$ cat config.mk
export PLATFORM = sky130hd
export DESIGN_NAME = count_display_scan
export DESIGN_NICKNAME = d
export VERILOG_FILES = /design/src/rtl/count_disp_pkg.sv /design/src/rtl/bin2bcd_seq.sv /design/src/rtl/count_display_scan.sv
export SDC_FILE = /design/constraint.sdc
export NUM_CORES = 1
export LEC_CHECK = 0
export ABC_AREA = 1
export CORE_UTILIZATION = 38
export DETAILED_ROUTE_END_ITERATION = 16
export GPL_ROUTABILITY_DRIVEN = 0
export SLEW_MARGIN = 40
export SYNTH_ARGS = -nofsm -noshare
export SYNTH_HDL_FRONTEND = slang
export SYNTH_SLANG_ARGS = --single-unit
$ cat constraint.sdc
create_clock -name clk -period 2.1 [get_ports clk]
set_input_delay 0.42 -clock clk [delete_from_list [all_inputs] [get_ports clk]]
set_output_delay 0.42 -clock clk [all_outputs]
set_load 0.02 [all_outputs]
$ cat src/rtl/count_disp_pkg.sv
// Shared types and constants for the counter display back-end: converter states,
// active-low segment patterns and digit-enable codes.
package count_disp_pkg;

  typedef enum logic [1:0] {StIdle, StShift, StLoad} conv_state_e;

  localparam int unsigned NUM_DIGITS = 3;

  // Segment order {g,f,e,d,c,b,a}, active-low.
  localparam logic [6:0] SEG_0     = 7'b1000000;
  localparam logic [6:0] SEG_1     = 7'b1111001;
  localparam logic [6:0] SEG_2     = 7'b0100100;
  localparam logic [6:0] SEG_3     = 7'b0110000;
  localparam logic [6:0] SEG_4     = 7'b0011001;
  localparam logic [6:0] SEG_5     = 7'b0010010;
  localparam logic [6:0] SEG_6     = 7'b0000010;
  localparam logic [6:0] SEG_7     = 7'b1111000;
  localparam logic [6:0] SEG_8     = 7'b0000000;
  localparam logic [6:0] SEG_9     = 7'b0010000;
  localparam logic [6:0] SEG_BLANK = 7'b1111111;

  localparam logic [2:0] AN_ONES     = 3'b110;
  localparam logic [2:0] AN_TENS     = 3'b101;
  localparam logic [2:0] AN_HUNDREDS = 3'b011;

  function automatic logic [6:0] seg_decode(input logic [3:0] digit);
    case (digit)
      4'd0:    seg_decode = SEG_0;
      4'd1:    seg_decode = SEG_1;
      4'd2:    seg_decode = SEG_2;
      4'd3:    seg_decode = SEG_3;
      4'd4:    seg_decode = SEG_4;
      4'd5:    seg_decode = SEG_5;
      4'd6:    seg_decode = SEG_6;
      4'd7:    seg_decode = SEG_7;
      4'd8:    seg_decode = SEG_8;
      4'd9:    seg_decode = SEG_9;
      default: seg_decode = SEG_BLANK;
    endcase
  endfunction

endpackage

$ cat src/rtl/bin2bcd_seq.sv
// Sequential double-dabble converter: snapshot in idle, eight adjust-and-shift
// steps, then publish the three BCD digits with a one-cycle strobe.
module bin2bcd_seq
  import count_disp_pkg::*;
(
  input  logic        clk,
  input  logic        reset,
  input  logic [7:0]  count,
  output logic [11:0] bcd,
  output logic        bcd_stb
);

  conv_state_e state_q;
  logic [7:0]  sreg_q;
  logic [11:0] acc_q;
  logic [11:0] acc_adj;
  logic [2:0]  step_q;

  always_comb begin
    acc_adj = acc_q;
    for (int unsigned i = 0; i < NUM_DIGITS; i++) begin
      if (acc_q[4*i +: 4] >= 4'd5) acc_adj[4*i +: 4] = acc_q[4*i +: 4] + 4'd3;
    end
  end

  always_ff @(posedge clk) begin
    if (reset) begin
      state_q <= StIdle;
      sreg_q  <= '0;
      acc_q   <= '0;
      step_q  <= '0;
      bcd     <= '0;
      bcd_stb <= 1'b0;
    end else begin
      bcd_stb <= 1'b0;
      unique case (state_q)
        StIdle: begin
          sreg_q  <= count;
          acc_q   <= '0;
          step_q  <= '0;
          state_q <= StShift;
        end
        StShift: begin
          {acc_q, sreg_q} <= {acc_adj, sreg_q} << 1;
          step_q          <= step_q + 3'd1;
          if (step_q == 3'd7) state_q <= StLoad;
        end
        StLoad: begin
          bcd     <= acc_q;
          bcd_stb <= 1'b1;
          state_q <= StIdle;
        end
        default: state_q <= StIdle;
      endcase
    end
  end

endmodule

$ cat src/rtl/count_display_scan.sv
// Counter display back-end: BCD conversion plus a 3-digit active-low scanner.
// Leading-zero blanking is enabled by defining COUNT_DISP_LZB_EN.
module count_display_scan
  import count_disp_pkg::*;
#(
  parameter int unsigned SCAN_DIV = 4
) (
  input  logic        clk,
  input  logic        reset,
  input  logic [7:0]  count,
  output logic [11:0] bcd,
  output logic        bcd_stb,
  output logic [6:0]  seg,
  output logic [2:0]  an
);

  localparam int unsigned DivW = (SCAN_DIV > 1) ? $clog2(SCAN_DIV) : 1;
  localparam logic [DivW-1:0] DivMax = DivW'(SCAN_DIV - 1);

  logic [DivW-1:0] div_q;
  logic [1:0]      idx_q;
  logic [1:0]      idx_nxt;
  logic [2:0]      an_nxt;
  logic [3:0]      digit;
  logic [6:0]      seg_nxt;

  bin2bcd_seq u_bin2bcd (
    .clk     (clk),
    .reset   (reset),
    .count   (count),
    .bcd     (bcd),
    .bcd_stb (bcd_stb)
  );

  // Display always reads the published bcd register, never the accumulator.
  always_comb begin
    idx_nxt = 2'd0;
    an_nxt  = AN_ONES;
    digit   = bcd[3:0];
    unique case (idx_q)
      2'd0: begin
        idx_nxt = 2'd1;
        an_nxt  = AN_TENS;
        digit   = bcd[7:4];
      end
      2'd1: begin
        idx_nxt = 2'd2;
        an_nxt  = AN_HUNDREDS;
        digit   = bcd[11:8];
      end
      default: begin
        idx_nxt = 2'd0;
        an_nxt  = AN_ONES;
        digit   = bcd[3:0];
      end
    endcase
    seg_nxt = seg_decode(digit);
`ifdef COUNT_DISP_LZB_EN
    if (idx_nxt == 2'd2 && bcd[11:8] == 4'd0) seg_nxt = SEG_BLANK;
    if (idx_nxt == 2'd1 && bcd[11:4] == 8'd0) seg_nxt = SEG_BLANK;
`endif
  end

  always_ff @(posedge clk) begin
    if (reset) begin
      div_q <= '0;
      idx_q <= 2'd0;
      an    <= AN_ONES;
      seg   <= SEG_0;
    end else if (div_q == DivMax) begin
      div_q <= '0;
      idx_q <= idx_nxt;
      an    <= an_nxt;
      seg   <= seg_nxt;
    end else begin
      div_q <= div_q + 1'b1;
    end
  end

endmodule

==> qor.csv, run 1 <==
stage,metric,value,unit
floorplanning,initial core utilization,0.396,
logic_synthesis,Most used DFF post-synth,dfxtp_1,
clock_tree,post-CTS setup buffer count,0,
critical_path,kind of cell adding the most delay to the critical path,buffers and inverters,
logic_synthesis,number of flops mapped to enable cells by yosys,0,
floorplanning,placeable core region,5990,µm²
sta,Final Slew Violations,0,
logic_synthesis,Post-Syn Area per Cell,7.56,µm²
logic_synthesis,cell accounting for the most synthesized area,dfxtp_1,
critical_path,critical path startpoint category,flip-flop,
routing,residual antenna-violating net count after detailed routing,0,
clock_tree,clock sinks,52,
critical_path,launch point of the worst reg-to-reg path,idx_q[1]$_SDFFE_PP0P_,
clock_tree,clock slew at the register clock pins of the worst setup and hold paths,0.09,ns
flow_run,max-capacitance violation count,0,
logic_synthesis,count of distinct cell types in the synthesized netlist,29,
routing,DRT iter0 DRCs,98,
grt,wire length of the first global-routing pass,8560,µm
logic_synthesis,sequential fraction of the synthesis area,0.438,
critical_path,critical path launch point,u_bin2bcd.bcd[6]$_SDFFE_PP0P_,
sta,max frequency,568,MHz
worst_hold_path,hold path start,div_q[0]$_SDFF_PP0_,
clock_tree,number of H-tree levels,2,
final_layout,number of nets in the layout,366,
routing,Via Count,2079,
worst_hold_path,Hold Path Stages,1,
sta,post-layout minimum cycle time,1.76,ns
final_layout,fraction of layout instances using a drive strength above 1,0.0812,
logic_synthesis,leading cell types by count after synthesis,"nand2_1, dfxtp_1, inv_1",
placed_design,DP Cell Count,412,
grt,number of global-route vias before repair,1908,
logic_synthesis,post-synthesis instance area,2370,µm²
logic_synthesis,Synth top area share,0.438,
critical_path,kind of critical path,reg -> out,
floorplanning,die span in y,81.1,µm
final_layout,Final Instance Count excl. Fillers,420,
clock_tree,number of buffers inserted during clock tree synthesis,5,
outcome,outcome,completed,
critical_path,worst-path cell with the longest stage delay,clkdlybuf4s50_1,
clock_tree,Bufs on Longest Clock Path,2,
routing,total detailed-routing wirelength,4860,µm
logic_synthesis,"count leader, synth",nand2_1,
floorplanning,DIE AREA,6570,µm²
critical_path,endpoint kind of the worst setup timing path,output pin,
grt,GRT Util Overall,0.168,
critical_path,Crit path required time,1.68,ns
final_layout,area growth from synthesis to layout,19.8,%
clock_tree,hold-fix buffer count after cts,0,
logic_synthesis,warning count from the yosys run,0,
worst_hold_path,min-delay worst type,reg -> reg,
sta,final setup TNS,0,ns
sta,tightest slew margin relative to the limit,0.666,
grt,antenna violations before repair,0,
sta,transition time of the tightest slew-check pin,0.499,ns
power_and_ir_drop,peak supply drop,0.263,mV
critical_path,chain of cells forming the critical path,clkdlybuf4s50_1,
clock_tree,master cell of the clock root buffer,clkbuf_8,
floorplanning,Row Count,28,
sta,final count of negative-setup-slack endpoints,0,
placed_design,Port-buffer cells,32,
logic_synthesis,"flops & latches, synth",52,
clock_tree,CTS-repair resized insts,0,
critical_path,Crit path largest cell delay,0.63,ns
grt,total overflow reported by the global router,0,
critical_path,slack of the worst reg-to-reg path,0.48,ns
power_and_ir_drop,leak pwr,1.12,nW
grt,largest net degree at the start of global routing,21,
clock_tree,worst skew pair latency,0.31,ns
power_and_ir_drop,P per Cell Area,618,nW/µm²
routing,DR vias/cell,4.95,
critical_path,r2r endpoint,seg[1]$_SDFFE_PP0P_,
logic_synthesis,ranking of synthesized cells by area,"dfxtp_1, nand2_1, nand3_1, ha_1, a21oi_1",
floorplanning,chip width,81.1,µm
power_and_ir_drop,"sum of internal, switching and leakage power",1.76,mW
sta,Final period util,0.838,
logic_synthesis,post-synthesis cell count,314,
logic_synthesis,share of async-settable or async-resettable flops after synthesis,0,
critical_path,CP bufs+invs,1,
critical_path,largest fanout on the critical path,3,
worst_hold_path,worst min-delay path endpoint,div_q[0]$_SDFF_PP0_,
sta,setup repair after global routing missed its margin,no,
logic_synthesis,synthesized net count,336,
final_layout,Antenna Diode Count,0,
routing,number of DRC violations after detailed routing,0,
critical_path,signal arrival time at the worst endpoint,1.34,ns
routing,length of the first detailed-routing pass in iterations,4,
placed_design,Detailed Place HPWL,3590,µm
critical_path,count of cells along the worst register-to-register path,8,
floorplanning,I/O pins,33,
clock_tree,clock tree from TritonCTS,built,
sta,setup clock skew after layout,0.00602,ns
sta,Final Hold Viols,0,
routing,wire length per cell,11.6,µm
[power breakdown]
part | switching (mW) | internal, mW
Sequential | 0.0166 | 1.01
Combinational | 0.0751 | 0.0591
Clock | 0.323 | 0.270
Total | 0.414 | 1.34
[layer usage]
metal | track usage | up-vias | part of all wire
li1 | - | 1083 | -
met1 | 0.217 | 953 | 0.50
met2 | 0.276 | 37 | 0.46
met3 | 0.0270 | 6 | 0.034
met4 | 0.0750 | 0 | 0.013
met5 | 0 | - | 0
[worst max-delay path by stage]
stage,depth (start not counted),end
finish,1,bcd[6]
global route,10,seg[4]$_SDFFE_PP0P_
CTS,1,bcd[6]
detailed placement,5,seg[6]$_SDFFE_PP1P_
global placement,5,seg[6]$_SDFFE_PP1P_
floorplan,9,seg[1]$_SDFFE_PP0P_
[area by class of cell]
cell class,instances,area (µm²)
timing repair buffer,35,343
inverter,37,139
tap,75,93.8
multi-input combinational,213,1140
sequential,52,1040
clock buffer,8,90.1
fill,610,3150
[registers in the layout, summed over array words and instances (netlist names)]
register,count
an,3
div_q,2
idx_q,2
seg,7
u_bin2bcd.acc_q,12
u_bin2bcd.bcd,12
u_bin2bcd.bcd_stb,1
u_bin2bcd.sreg_q,8
u_bin2bcd.state_q,2
u_bin2bcd.step_q,3
[kinds of logic after synthesis]
group / share of synthesized area
buffers and inverters: 0.0827
AND/OR/NAND/NOR: 0.257
adder cells (fa/ha/maj): 0.0632
AO/OA/AOI/OAI: 0.152
flip-flops: 0.438
XOR/XNOR: 0.00738
[cells in the final DEF, fill, tap and decap left out, drive strengths merged]
cell,count
inv,37
dfxtp,52
nor3,1
or2,3
clkbuf,8
clkdlybuf4s50,32
o21ai,27
a22oi,3
o211ai,4
a211oi,1
ha,12
nand3,34
nor2,20
a21oi,27
o21a,1
buf,3
nand4,3
a31oi,1
o32ai,1
xor2,2
nand2,73
[per-stage QoR]
step,cell area [µm²],worst slack (ns),utilization,hold WS [ns]
2_1_floorplan,2370,0.710,-,0.399
3_3_place_gp,2750,0.412,0.460,0.408
3_5_place_dp,2750,0.371,0.460,0.420
4_1_cts,2840,0.321,0.475,0.434
5_1_grt,2840,0.187,0.475,0.456
6_report,2840,0.341,0.475,0.434
Note: power is estimated with default switching activity, not from simulation.
==> run 2: changes to the inputs <==
==> constraint.sdc (replaced) <==
create_clock -name clk -period 1.7 [get_ports clk]
set_input_delay 0.34 -clock clk [delete_from_list [all_inputs] [get_ports clk]]
set_output_delay 0.34 -clock clk [all_outputs]
set_load 0.02 [all_outputs]
==> run 2 against run 1 <==
Register-to-register slack lost 0.33 ns. First-iteration DRC count grew 3.1%. Power grew 28%. Critical endpoint is now bcd[2]. Via count grew 0.48%. Clock skew grew 0.0019 ns. Global-route usage shrank 0.57 points. Worst setup slack lost 0.29 ns. Sequential power grew 23%.
==> qor.csv, run 2 (synthesis gave the netlist of run 1 again) <==
stage,metric,value,unit,change
outcome,outcome,completed,,
floorplanning,Row Count,28,,unchanged
clock_tree,hold-fix buffer count after cts,0,,unchanged
floorplanning,DIE AREA,6570,µm²,unchanged
clock_tree,clock tree from TritonCTS,built,,
placed_design,Port-buffer cells,32,,unchanged
final_layout,number of nets in the layout,371,,+1.4%
final_layout,fill count,596,,-2.3%
clock_tree,clock slew at the register clock pins of the worst setup and hold paths,0.09,ns,about the same
routing,DRT iter0 DRCs,101,,+3.1%
grt,antenna violations before repair,0,,unchanged
sta,transition time of the tightest slew-check pin,0.507,ns,+0.00757 ns
clock_tree,number of H-tree levels,2,,unchanged
critical_path,Crit path required time,1.36,ns,-0.32 ns
critical_path,chain of cells forming the critical path,clkdlybuf4s50_1,,
grt,wire length of the first global-routing pass,8220,µm,-4.0%
clock_tree,worst skew pair latency,0.30,ns,about the same
sta,max frequency,605,MHz,
floorplanning,initial core utilization,0.396,,unchanged
power_and_ir_drop,leak pwr,1.25,nW,+11%
critical_path,worst-path cell with the longest stage delay,clkdlybuf4s50_1,,
critical_path,CP bufs+invs,1,,unchanged
routing,wire length per cell,11.7,µm,+1.3%
critical_path,termination of the worst setup path,bcd[2],,
critical_path,Crit path largest cell delay,0.62,ns,about the same
final_layout,"commonest non-fill, non-tap cells in the layout","nand2_1, dfxtp_1, inv_1",,
sta,setup repair after global routing missed its margin,yes,,
critical_path,kind of critical path,reg -> out,,
sta,Final period util,0.972,,
clock_tree,number of buffers inserted during clock tree synthesis,5,,unchanged
sta,final count of negative-setup-slack endpoints,0,,unchanged
routing,residual antenna-violating net count after detailed routing,0,,unchanged
power_and_ir_drop,P per Cell Area,771,nW/µm²,+25%
critical_path,launch point of the worst reg-to-reg path,idx_q[0]$_SDFFE_PP0P_,,
floorplanning,placeable core region,5990,µm²,unchanged
sta,setup clock skew after layout,0.00791,ns,+0.00190 ns
sta,post-route worst hold slack,0.428,ns,-0.00576 ns
critical_path,stages on the worst setup path,1,,unchanged
critical_path,endpoint kind of the worst setup timing path,output pin,,
sta,tightest slew margin relative to the limit,0.661,,-0.00506
critical_path,critical path startpoint category,flip-flop,,
routing,total detailed-routing wirelength,4950,µm,+2.0%
worst_hold_path,min-delay worst type,reg -> reg,,
grt,total overflow reported by the global router,0,,unchanged
clock_tree,post-CTS setup buffer count,0,,unchanged
final_layout,Antenna Diode Count,0,,unchanged
routing,number of DRC violations after detailed routing,0,,unchanged
final_layout,fraction of layout instances using a drive strength above 1,0.0977,,+0.0165
routing,length of the first detailed-routing pass in iterations,4,,unchanged
critical_path,critical path launch point,u_bin2bcd.bcd[2]$_SDFFE_PP0P_,,
critical_path,kind of cell adding the most delay to the critical path,buffers and inverters,,
sta,Final Hold Viols,0,,unchanged
grt,largest net degree at the start of global routing,21,,unchanged
final_layout,"most common cell after layout, fill and taps aside",nand2_1,,
final_layout,area growth from synthesis to layout,22.8,%,
critical_path,largest fanout on the critical path,3,,unchanged
power_and_ir_drop,peak supply drop,0.570,mV,+120%
critical_path,signal arrival time at the worst endpoint,1.31,ns,-0.03 ns
clock_tree,master cell of the clock root buffer,clkbuf_8,,
flow_run,max-capacitance violation count,0,,unchanged
sta,Final Slew Violations,0,,unchanged
final_layout,cell area after layout,2920,µm²,+2.6%
grt,GRT Util Overall,0.163,,-0.00566
clock_tree,Bufs on Longest Clock Path,2,,unchanged
placed_design,Detailed Place HPWL,3700,µm,+3.1%
critical_path,slack of the worst reg-to-reg path,0.15,ns,-0.33 ns
critical_path,r2r endpoint,seg[1]$_SDFFE_PP0P_,,
floorplanning,I/O pins,33,,unchanged
placed_design,instance area at placement,2800,µm²,+1.8%
floorplanning,chip width,81.1,µm,unchanged
sta,post-layout minimum cycle time,1.65,ns,
floorplanning,die span in y,81.1,µm,unchanged
final_layout,biggest registers after layout,"u_bin2bcd.acc_q: 12 flops, u_bin2bcd.bcd: 12 flops, u_bin2bcd.sreg_q: 8 flops",,
grt,number of global-route vias before repair,1844,,-3.4%
routing,DR vias/cell,4.94,,-0.23%
routing,Via Count,2089,,+0.48%
critical_path,count of cells along the worst register-to-register path,8,,unchanged
clock_tree,clock sinks,52,,unchanged
-- run 2: cell count changes in the layout (fill, tap and decap cells not counted), sizes merged --
cell | before | now
buf | 3 | 8
dlymetal6s2s | 0 | 5
clkbuf | 8 | 5
bufinv | 0 | 1
clkdlybuf4s50 | 32 | 27
-- run 2: layout make-up --
type	instances	area, µm²	area share
clock buffer	5	68.8	0.0236
clock inverter	1	30.0	0.0103
inverter	37	139	0.0476
multi-input combinational	213	1140	0.390
sequential	52	1040	0.357
tap	75	93.8	0.0322
timing repair buffer	40	405	0.139
-- run 2: layer usage --
layer | part of all wire | vias up | global-route usage
met4 | 0.015 | 0 | 0.0643
met2 | 0.43 | 35 | 0.266
li1 | - | 1095 | -
met1 | 0.51 | 951 | 0.207
met3 | 0.039 | 8 | 0.0360
met5 | 0 | - | 0
-- run 2: timing repair --
action                                  4_1_cts  5_1_grt
resized for setup                             0        6
endpoints found under the hold margin         0        0
endpoints found under the setup margin        0        9
-- run 2: stage by stage --
| step | power, mW | worst slack [ns] | utilization | TNS (ns) | instances |
|---|---|---|---|---|---|
| floorplan | 1.40 | 0.310 | - | 0 | 314 |
| global placement | 1.48 | 0.0963 | 0.468 | 0 | 417 |
| detailed placement | 1.48 | 0.0978 | 0.468 | 0 | 417 |
| CTS | 2.28 | 0.0000849 | 0.485 | 0 | 423 |
| global route | 2.34 | -0.00446 | 0.487 | -0.00446 | 423 |
| finish | 2.25 | 0.0469 | 0.487 | 0 | 423 |
-- run 2: how the worst min path moves through the flow --
stage / from / end / cells after the start
final: div_q[0]$_SDFF_PP0_ / div_q[0]$_SDFF_PP0_ / 1
after global placement: div_q[0]$_SDFF_PP0_ / div_q[0]$_SDFF_PP0_ / 1
after floorplan: div_q[0]$_SDFF_PP0_ / div_q[0]$_SDFF_PP0_ / 1
after CTS: div_q[0]$_SDFF_PP0_ / div_q[0]$_SDFF_PP0_ / 1
after global routing: div_q[0]$_SDFF_PP0_ / div_q[0]$_SDFF_PP0_ / 1
after detailed placement: div_q[0]$_SDFF_PP0_ / div_q[0]$_SDFF_PP0_ / 1
-- run 2: power breakdown --
group	internal [mW]	switching, mW	total (mW)
sequential	1.25	0.0196	1.27
clock	0.423	0.377	0.800
combinational	0.0807	0.0965	0.177
total	1.76	0.493	2.25
==> run 3: changes to the inputs <==
--- a/config.mk
+++ b/config.mk
@@ -9,6 +9,7 @@
 export CORE_UTILIZATION = 38
 export DETAILED_ROUTE_END_ITERATION = 16
 export GPL_ROUTABILITY_DRIVEN = 0
+export SETUP_SLACK_MARGIN = 0.05
 export SLEW_MARGIN = 40
 export SYNTH_ARGS = -nofsm -noshare
 export SYNTH_HDL_FRONTEND = slang
==> run 3 against run 2 <==
Sequential share of layout area hardly changed. Clock power hardly changed. Clock skew shrank 0.0019 ns.
==> qor.csv, run 3 (synthesis gave the netlist of run 1 again) <==
stage,metric,value,unit,change
outcome,outcome,completed,,
critical_path,signal arrival time at the worst endpoint,1.24,ns,-0.07 ns
final_layout,register cell area after layout,1040,µm²,+0.12%
critical_path,CP bufs+invs,1,,unchanged
sta,setup clock skew after layout,0.00600,ns,-0.00191 ns
clock_tree,worst skew pair latency,0.30,ns,about the same
power_and_ir_drop,"sum of internal, switching and leakage power",2.25,mW,about the same
final_layout,"commonest non-fill, non-tap cells in the layout","nand2_1, dfxtp_1, inv_1",,
grt,largest net degree at the start of global routing,21,,unchanged
clock_tree,number of H-tree levels,2,,unchanged
sta,final setup TNS,0,ns,unchanged
sta,Final Hold Viols,0,,unchanged
sta,post-route worst hold slack,0.428,ns,-0.000211 ns
power_and_ir_drop,Reg power frac,0.565,,about the same
routing,length of the first detailed-routing pass in iterations,4,,unchanged
sta,Final Slew Violations,0,,unchanged
critical_path,largest fanout on the critical path,2,,-1
floorplanning,chip width,81.1,µm,unchanged
critical_path,chain of cells forming the critical path,clkdlybuf4s50_1,,
routing,DRT iter0 DRCs,94,,-6.9%
placed_design,Port-buffer cells,32,,unchanged
routing,DR vias/cell,4.91,,-0.52%
power_and_ir_drop,power share of the combinational group,0.081,,+0.002
floorplanning,DIE AREA,6570,µm²,unchanged
routing,number of DRC violations after detailed routing,0,,unchanged
floorplanning,initial core utilization,0.396,,unchanged
final_layout,area growth from synthesis to layout,23.1,%,
critical_path,launch point of the worst reg-to-reg path,idx_q[0]$_SDFFE_PP0P_,,
routing,Via Count,2088,,-0.048%
critical_path,worst-path cell with the longest stage delay,clkdlybuf4s50_1,,
power_and_ir_drop,switching fraction of total power,0.218,,-0.00106
final_layout,cell area after layout,2920,µm²,+0.26%
routing,residual antenna-violating net count after detailed routing,0,,unchanged
power_and_ir_drop,reported net switching power,491,µW,-0.42%
flow_run,max-capacitance violation count,0,,unchanged
critical_path,endpoint kind of the worst setup timing path,output pin,,
routing,total detailed-routing wirelength,4960,µm,about the same
clock_tree,number of buffers inserted during clock tree synthesis,5,,unchanged
worst_hold_path,hold path start,div_q[0]$_SDFF_PP0_,,
critical_path,critical path launch point,seg[3]$_SDFFE_PP0P_,,
worst_hold_path,min-delay worst type,reg -> reg,,
final_layout,number of nets in the layout,373,,+0.54%
floorplanning,I/O pins,33,,unchanged
final_layout,fraction of layout instances using a drive strength above 1,0.106,,+0.00801
critical_path,Crit path required time,1.36,ns,about the same
power_and_ir_drop,clock group share of total power,0.354,,-0.002
floorplanning,placeable core region,5990,µm²,unchanged
final_layout,biggest registers after layout,"u_bin2bcd.acc_q: 12 flops, u_bin2bcd.bcd: 12 flops, u_bin2bcd.sreg_q: 8 flops",,
sta,final count of negative-setup-slack endpoints,0,,unchanged
final_layout,Antenna Diode Count,0,,unchanged
grt,number of global-route vias before repair,1844,,unchanged
critical_path,critical path startpoint category,flip-flop,,
grt,GRT Util Overall,0.163,,+0.000474
clock_tree,clock slew at the register clock pins of the worst setup and hold paths,0.09,ns,about the same
placed_design,Detailed Place HPWL,3700,µm,unchanged
floorplanning,die span in y,81.1,µm,unchanged
final_layout,final core utilization,0.488,,+0.00125
grt,antenna violations before repair,0,,unchanged
clock_tree,clock sinks,52,,unchanged
power_and_ir_drop,P per Cell Area,770,nW/µm²,-0.19%
grt,wire length of the first global-routing pass,8230,µm,+0.17%
sta,max frequency,631,MHz,+4.3%
critical_path,kind of cell adding the most delay to the critical path,buffers and inverters,,
grt,total overflow reported by the global router,0,,unchanged
placed_design,instance area at placement,2800,µm²,unchanged
critical_path,Crit path largest cell delay,0.60,ns,-0.02 ns
sta,tightest slew margin relative to the limit,0.663,,+0.00232
clock_tree,clock tree from TritonCTS,built,,
sta,transition time of the tightest slew-check pin,0.503,ns,-0.00347 ns
sta,setup repair after global routing missed its margin,yes,,
sta,Final period util,0.932,,-0.0401
routing,wire length per cell,11.7,µm,-0.43%
floorplanning,Row Count,28,,unchanged
final_layout,area of the multi-input gates,1140,µm²,unchanged
clock_tree,Bufs on Longest Clock Path,2,,unchanged
final_layout,fill count,598,,+0.34%
critical_path,kind of critical path,reg -> out,,
sta,post-layout minimum cycle time,1.58,ns,-0.0682 ns
power_and_ir_drop,internal power of the cells,1.76,mW,+0.20%
power_and_ir_drop,leak pwr,1.29,nW,+3.4%
power_and_ir_drop,peak supply drop,0.570,mV,about the same
final_layout,"most common cell after layout, fill and taps aside",nand2_1,,
clock_tree,master cell of the clock root buffer,clkbuf_8,,
run 3: changes by cell type in the layout (fill, tap and decap cells not counted), sizes merged:
cell,before,now
clkdlybuf4s50,27,20
buf,8,10
dlygate4sd2,0,7
run 3: what timing repair did:
item	CTS	global route
setup buffers	0	2
endpoints found under the hold margin	0	0
endpoints found under the setup margin	7	11
hold buffers	0	0
pin swaps	0	2
gates resized for setup	7	7
run 3: worst paths after layout:
check | end | slack [ns] | cells past startpoint
max | seg[3] | 0.12 | 1
min | div_q[0]$_SDFF_PP0_ | 0.43 | 1
max reg2reg | seg[1]$_SDFFE_PP0P_ | 0.17 | 8
min reg2reg | div_q[0]$_SDFF_PP0_ | 0.43 | 1
run 3: per-layer routing:
layer  track usage  part of all wire  up-vias  wire length (µm)
li1              -                 -     1099                 -
met1         0.207              0.51      943              2500
met2         0.267              0.44       38              2160
met3        0.0360             0.043        8               213
met4        0.0643             0.015        0                73
met5             0                 0        -                 0
run 3: final cells by class:
| class | instances | area share |
|---|---|---|
| clock buffer | 5 | 0.0235 |
| clock inverter | 1 | 0.0103 |
| multi-input combinational | 213 | 0.389 |
| sequential | 52 | 0.357 |
| inverter | 37 | 0.0475 |
| timing repair buffer | 42 | 0.141 |
| tap | 75 | 0.0321 |
run 3: power by group through the flow:
stage	Combinational [mW]	Clock [mW]	Sequential [mW]
final	0.182	0.797	1.27
after global routing	0.204	0.867	1.28
after CTS	0.179	0.832	1.27
after detailed placement	0.179	0	1.30
after global placement	0.177	0	1.30
after floorplan	0.0887	0	1.31
run 3: stage by stage:
stage | std cells | setup WS, ns
global route | 425 | 0.0387
floorplan | 314 | 0.310
CTS | 423 | 0.0520
global placement | 417 | 0.0963
finish | 425 | 0.115
detailed placement | 417 | 0.0978
